File: src/rtl/msg_arbiter_rr_pkg.sv
// msg_arbiter_rr_pkg: shared defaults, state encoding and frame layout for msg_arbiter_rr.
// Holds the default channel count and sync byte, the FSM state type and the
// byte offsets of the frame fields. CSUM exists only with MSG_ARBITER_CSUM_EN.
package msg_arbiter_rr_pkg;
    localparam int N_SRC_DEF = 25;
    localparam logic [7:0] START_BYTE_DEF = 8'h5A;
    localparam int OFF_START = 0;
    localparam int OFF_ADDR = 1;
    localparam int OFF_LEN = 2;
    localparam int OFF_PAYLOAD = 3;
    typedef enum logic [2:0] {
        IDLE,
        START,
        ADDR,
        LEN,
        PAYLOAD,
`ifdef MSG_ARBITER_CSUM_EN
        CSUM,
`endif
        DRAIN,
        GAP
    } state_e;
    function automatic logic [7:0] addr_byte(input int base, input int g);
        return 8'(base + g);
    endfunction
endpackage

File: src/rtl/msg_arbiter_rr_picker.sv
// rr_picker: combinational round-robin search starting just above a pointer.
// Ports: req_i request vector, ptr_i last granted index,
//        found_o any request present, idx_o first requester after ptr_i (wrapping).
module rr_picker #(
    parameter int N = 25,
    parameter int PW = 5
) (
    input  logic [N-1:0]  req_i,
    input  logic [PW-1:0] ptr_i,
    output logic          found_o,
    output logic [PW-1:0] idx_o
);
    logic [N-1:0] rot;
    int start;
    int hit;
    // Rotating a doubled copy puts ptr+1 at bit 0, so a plain lowest-bit
    // priority encode yields the wrap-around search order.
    always_comb begin
        start = (int'(ptr_i) + 1) % N;
        rot = N'({req_i, req_i} >> start);
        found_o = 1'b0;
        hit = 0;
        for (int k = N - 1; k >= 0; k--) begin
            if (rot[k]) begin
                found_o = 1'b1;
                hit = k;
            end
        end
        idx_o = PW'((start + hit) % N);
    end
endmodule

File: src/rtl/msg_arbiter_rr.sv
// msg_arbiter_rr: round-robin reply collector framing START/ADDR/LEN/payload onto a byte stream.
// Ports: clk, n_rst (async active-low); have_msg_bus/len_bus/data_bus from N_SRC
//        show-ahead channels, rdreq_bus one-cycle pop strobes back to them;
//        tx_data/tx_valid/tx_ready byte stream to the uart; busy spans grant to last byte accepted.
// Option: define MSG_ARBITER_CSUM_EN to append an XOR checksum of ADDR, LEN and payload.
module msg_arbiter_rr
    import msg_arbiter_rr_pkg::*;
#(
    parameter int N_SRC = N_SRC_DEF,
    parameter int ADDR_BASE = 0,
    parameter logic [7:0] START_BYTE = START_BYTE_DEF,
    parameter int GAP_CYCLES = 0
) (
    input  logic               clk,
    input  logic               n_rst,
    input  logic [N_SRC-1:0]   have_msg_bus,
    input  logic [8*N_SRC-1:0] len_bus,
    input  logic [8*N_SRC-1:0] data_bus,
    output logic [N_SRC-1:0]   rdreq_bus,
    output logic [7:0]         tx_data,
    output logic               tx_valid,
    input  logic               tx_ready,
    output logic               busy
);
    localparam int PW = (N_SRC > 1) ? $clog2(N_SRC) : 1;
`ifdef MSG_ARBITER_CSUM_EN
    localparam state_e AFTER_PL = CSUM;
`else
    localparam state_e AFTER_PL = DRAIN;
`endif
    state_e state_q;
    logic [PW-1:0] ptr_q, g_q, pick_d;
    logic [7:0] cnt_q, gap_q, tx_data_q, head_d;
    logic tx_valid_q, busy_q, slot_free_d, found_d, pop_d;
`ifdef MSG_ARBITER_CSUM_EN
    logic [7:0] csum_q;
`endif
    rr_picker #(.N(N_SRC), .PW(PW)) u_pick (
        .req_i(have_msg_bus),
        .ptr_i(ptr_q),
        .found_o(found_d),
        .idx_o(pick_d)
    );
    assign slot_free_d = !tx_valid_q || tx_ready;
    assign head_d = data_bus[int'(g_q) * 8 +: 8];
    // The pop is combinational so the channel advances its head on the same
    // edge that captures the current head byte into the output slot.
    assign pop_d = (state_q == PAYLOAD) && slot_free_d && (cnt_q != 8'd0);
    assign tx_data = tx_data_q;
    assign tx_valid = tx_valid_q;
    assign busy = busy_q;
    always_comb begin
        rdreq_bus = '0;
        rdreq_bus[g_q] = pop_d;
    end
    always_ff @(posedge clk or negedge n_rst) begin
        if (!n_rst) begin
            state_q <= IDLE;
            ptr_q <= PW'(N_SRC - 1);
            g_q <= '0;
            cnt_q <= '0;
            gap_q <= '0;
            tx_data_q <= '0;
            tx_valid_q <= 1'b0;
            busy_q <= 1'b0;
`ifdef MSG_ARBITER_CSUM_EN
            csum_q <= '0;
`endif
        end else begin
            if (tx_ready) tx_valid_q <= 1'b0;
            case (state_q)
                IDLE: if (found_d) begin
                    g_q <= pick_d;
                    ptr_q <= pick_d;
                    cnt_q <= len_bus[int'(pick_d) * 8 +: 8];
                    busy_q <= 1'b1;
                    state_q <= START;
                end
                START: if (slot_free_d) begin
                    tx_valid_q <= 1'b1;
                    tx_data_q <= START_BYTE;
                    state_q <= ADDR;
                end
                ADDR: if (slot_free_d) begin
                    tx_valid_q <= 1'b1;
                    tx_data_q <= addr_byte(ADDR_BASE, int'(g_q));
`ifdef MSG_ARBITER_CSUM_EN
                    csum_q <= addr_byte(ADDR_BASE, int'(g_q));
`endif
                    state_q <= LEN;
                end
                LEN: if (slot_free_d) begin
                    tx_valid_q <= 1'b1;
                    tx_data_q <= cnt_q;
`ifdef MSG_ARBITER_CSUM_EN
                    csum_q <= csum_q ^ cnt_q;
`endif
                    state_q <= (cnt_q == 8'd0) ? AFTER_PL : PAYLOAD;
                end
                // Leaving on the last load avoids a bubble between payload and trailer.
                PAYLOAD: if (pop_d) begin
                    tx_valid_q <= 1'b1;
                    tx_data_q <= head_d;
                    cnt_q <= cnt_q - 8'd1;
`ifdef MSG_ARBITER_CSUM_EN
                    csum_q <= csum_q ^ head_d;
`endif
                    if (cnt_q == 8'd1) state_q <= AFTER_PL;
                end
`ifdef MSG_ARBITER_CSUM_EN
                CSUM: if (slot_free_d) begin
                    tx_valid_q <= 1'b1;
                    tx_data_q <= csum_q;
                    state_q <= DRAIN;
                end
`endif
                DRAIN: if (slot_free_d) begin
                    busy_q <= 1'b0;
                    gap_q <= 8'(GAP_CYCLES);
                    state_q <= (GAP_CYCLES > 0) ? GAP : IDLE;
                end
                GAP: begin
                    gap_q <= gap_q - 8'd1;
                    if (gap_q <= 8'd1) state_q <= IDLE;
                end
                default: state_q <= IDLE;
            endcase
        end
    end
endmodule

File: config.mk
export PLATFORM = sky130hd
export DESIGN_NAME = msg_arbiter_rr
export DESIGN_NICKNAME = d
export VERILOG_FILES = /design/src/rtl/msg_arbiter_rr_pkg.sv /design/src/rtl/msg_arbiter_rr_picker.sv /design/src/rtl/msg_arbiter_rr.sv
export SDC_FILE = /design/constraint.sdc
export NUM_CORES = 1
export LEC_CHECK = 0
export ABC_AREA = 1
export BUFFER_PORTS_ARGS = -buffer_cell sky130_fd_sc_hd__buf_2
export CAP_MARGIN = 20
export CORE_AREA = 4 4 179 181
export CTS_CLUSTER_DIAMETER = 30
export DETAILED_ROUTE_END_ITERATION = 16
export DIE_AREA = 0 0 183 185
export GPL_ROUTABILITY_DRIVEN = 0
export PLACE_DENSITY = 0.72
export RECOVER_POWER = 50
export SYNTH_ARGS = -nofsm -noshare
export SYNTH_HDL_FRONTEND = slang
export SYNTH_SLANG_ARGS = --single-unit
File: constraint.sdc
create_clock -name clk -period 33.3 [get_ports clk]
set_input_delay 4.995 -clock clk [delete_from_list [all_inputs] [get_ports clk]]
set_output_delay 4.995 -clock clk [all_outputs]
set_load 0.02 [all_outputs]
==> results.cfg <==
[timing]
finalSetupViolCount = 0
worst_pin_slew_ns = 1.974
fmax_ghz = 0.06328
relSlewSlack_pct = -31.58
finClkSkew_ns = 0.007323
hold_viol_final = 0
rsz0062_at_grt = false
drv_slew = 37
finalCriticalPeriod_ns = 15.80
period_share_pct = 47.45
tns_ns = 0

[worst_setup_path]
cp.required_ns = 33.51
reg2reg_depth = 95
worstPathArrival_ns = 16.01
r2r_slack_ns = 17.99
cp_slowest_cell = nand2_4
critical_path_class = primary input to flip-flop
crit_top_cell = nand2_1
end_kind = flip-flop
startpoint_type = primary input
r2r_end = cnt_q[2]$_DFFE_PN0P_
crit_path_max_incr_delay_ns = 0.72
r2r_start = ptr_q[1]$_DFFE_PN0P_
cp_max_fo = 98

[logic_synthesis]
synth.top_cell.area_share_pct = 22.85
synth_top_flop_cell = dfrtp_1
ys_seq_elements = 36
synth_top_area_cell = nand2_1
synth_cell_types = 60
synth-async-reset-ratio_pct = 100.0
syn_inst = 1929
yosysWarnings = 0
synthesis.area_um2 = 10050
synth-edff-count = 0
synth_nets = 2379
ys_seq_area_share_pct = 8.985
synth_area_per_cell_um2 = 5.212
synth_area_leaders = nand2_1, o21ai_0, nand3_1

[clocking]
cts_tree = done
cts_hold_buf = 0
cts_buffers = 5
path_clk_slew_ns = 0.05
clock_path_buffers = 2
htree_levels = 2
post_cts_buffers = 0
cts.sinks = 36
insertion_delay_ns = 0.28
post_cts_resized = 0
cts-root-buf = clkbuf_16

[run_status]
status = complete, but fails checks
violations = capacitance limit, slew limit

[global_route]
grt_pass1_wl_um = 65920
antenna_found_initial = 3
grt-ovfl-total = 0
grt_pass1_vias = 13240
grt_usage_pct = 23.47
grt_start_max_net_pins = 101

[worst_hold_path]
holdPathEnd = busy$_DFFE_PN0P_
hp-class = flip-flop to flip-flop
hold_start = busy$_DFFE_PN0P_
hold_depth = 2

[layout]
multi_input_area_um2 = 8073
area_growth_pct = 25.62
drive_gt1_share_pct = 25.64
nFillCells = 3373
seq_area_um2 = 908.4
fin_nets = 2762

[drt]
wl_per_cell_um = 16.11
antenna_left = 0
drt_first_pass_iters = 5
vias = 14320
drtIter0Drc = 939
post-route-drc-count = 0
avgViaCountPerCell = 5.279
routed_wl_um = 43690

[job]
maxCapViolCount = 1

[floorplanning]
die_width_um = 183
pin_count = 463
rows = 64
die_y_um = 185
dieArea_um2 = 33860
start_util_pct = 33.04
core_area_um2 = 30430

[place]
dp_hpwl_um = 35870
io_buffers = 462
registers in the layout (all words and copies together), names as in the netlist:
| register | flops |
|---|---|
| state_q | 3 |
| ptr_q | 5 |
| tx_valid | 1 |
| gap_q | 8 |
| tx_data | 8 |
| busy | 1 |
| cnt_q | 8 |
| g_q | 2 |
worst max-delay path, delay by kind of cell:
kind | cells | cell delay (ns)
xor gates and xnor gates | 1 | 0.33
adders and majority gates | 4 | 1.05
buffers and inverters | 5 | 0.56
and+or+nand+nor | 61 | 7.35
AOI/OAI and AO/OA | 10 | 1.72
final cells by class:
| cell class | instances | area share [%] |
|---|---|---|
| antenna | 3 | 0.05944 |
| tap | 396 | 3.923 |
| inverter | 161 | 4.785 |
| timing repair buffer | 475 | 18.99 |
| clock buffer | 5 | 0.9906 |
| multi-input combinational | 1633 | 63.91 |
| clock inverter | 3 | 0.1486 |
| sequential | 36 | 7.192 |
worst max-delay path by stage:
stage / from / end / slack, ns / cells past startpoint
after detailed placement: have_msg_bus[22] / cnt_q[0]$_DFFE_PN0P_ / 17.38 / 81
after global placement: have_msg_bus[22] / cnt_q[2]$_DFFE_PN0P_ / 17.77 / 81
after floorplan: have_msg_bus[22] / cnt_q[3]$_DFFE_PN0P_ / 20.17 / 82
after global routing: have_msg_bus[3] / cnt_q[2]$_DFFE_PN0P_ / 16.21 / 84
after CTS: have_msg_bus[22] / cnt_q[5]$_DFFE_PN0P_ / 17.61 / 81
final: have_msg_bus[22] / cnt_q[2]$_DFFE_PN0P_ / 17.50 / 81
per-layer routing:
metal / global-route usage [%] / wire length [µm] / up-vias
li1: - / - / 7151
met1: 28.27 / 17210 / 6398
met2: 43.90 / 21970 / 687
met3: 2.082 / 3099 / 80
met4: 7.569 / 1413 / 0
met5: 0 / 0 / -
cells in the final DEF (no fill, tap or decap), types with 5 or more instances in the layout:
master,count
inv_1,130
buf_4,13
inv_2,25
a31oi_1,12
clkbuf_1,9
buf_2,453
nand2_1,612
nand3_2,5
nand4_1,37
or2_2,9
dfrtp_1,32
nand3_1,189
ha_1,21
o21ai_0,231
nor2_1,252
o211ai_1,5
a221oi_1,8
nand2_2,31
a22oi_1,7
xor2_1,17
nor3_1,9
mux2i_1,17
o22ai_1,44
a21oi_1,39
o21ai_1,17
clkbuf_16,5
nand2_4,14
clkinv_1,6
synthesized netlist by cell type, types with 3 or more instances:
cell type	number
o21ai_2	4
buf_4	17
o211ai_1	5
a221oi_1	8
nor2_2	4
nand2_1	612
a41oi_1	4
o21ai_4	3
clkbuf_1	55
or2_2	9
xor2_1	17
buf_2	21
o22ai_1	44
nand2_4	12
a21oi_1	39
inv_2	25
a22oi_1	7
mux2i_1	17
nand2_2	33
nand3_1	189
clkinv_1	6
nand3_4	4
nand3_2	5
inv_1	130
a31oi_1	12
o21ai_1	17
buf_6	3
nand4_2	4
buf_1	3
ha_1	21
nor3_1	9
nor2_1	252
dfrtp_1	34
o21ai_0	231
nand4_1	37
metrics by stage:
step | instance area (µm²) | instances | util, % | hold slack (ns) | setup WS [ns]
global route | 12630 | 2711 | 41.50 | 0.5149 | 16.21
detailed placement | 12490 | 2701 | 41.05 | 0.4654 | 17.38
finish | 12630 | 2712 | 41.51 | 0.4797 | 17.50
CTS | 12630 | 2709 | 41.52 | 0.4817 | 17.61
floorplan | 10050 | 1929 | - | 0.4550 | 20.17
global placement | 12490 | 2701 | 41.05 | 0.4644 | 17.77
cells by family after synthesis:
logic type                 synth area share, %
and+or+nand+nor                          51.17
AOI/OAI and AO/OA                        22.26
buffers and inverters                    10.83
DFF                                      8.985
xor gates and xnor gates                 2.252
adders and majority gates                2.812
muxes                                    1.692
Power is not shown: default switching activity piles up to over one toggle a cycle in this logic, so the estimate is an artifact.
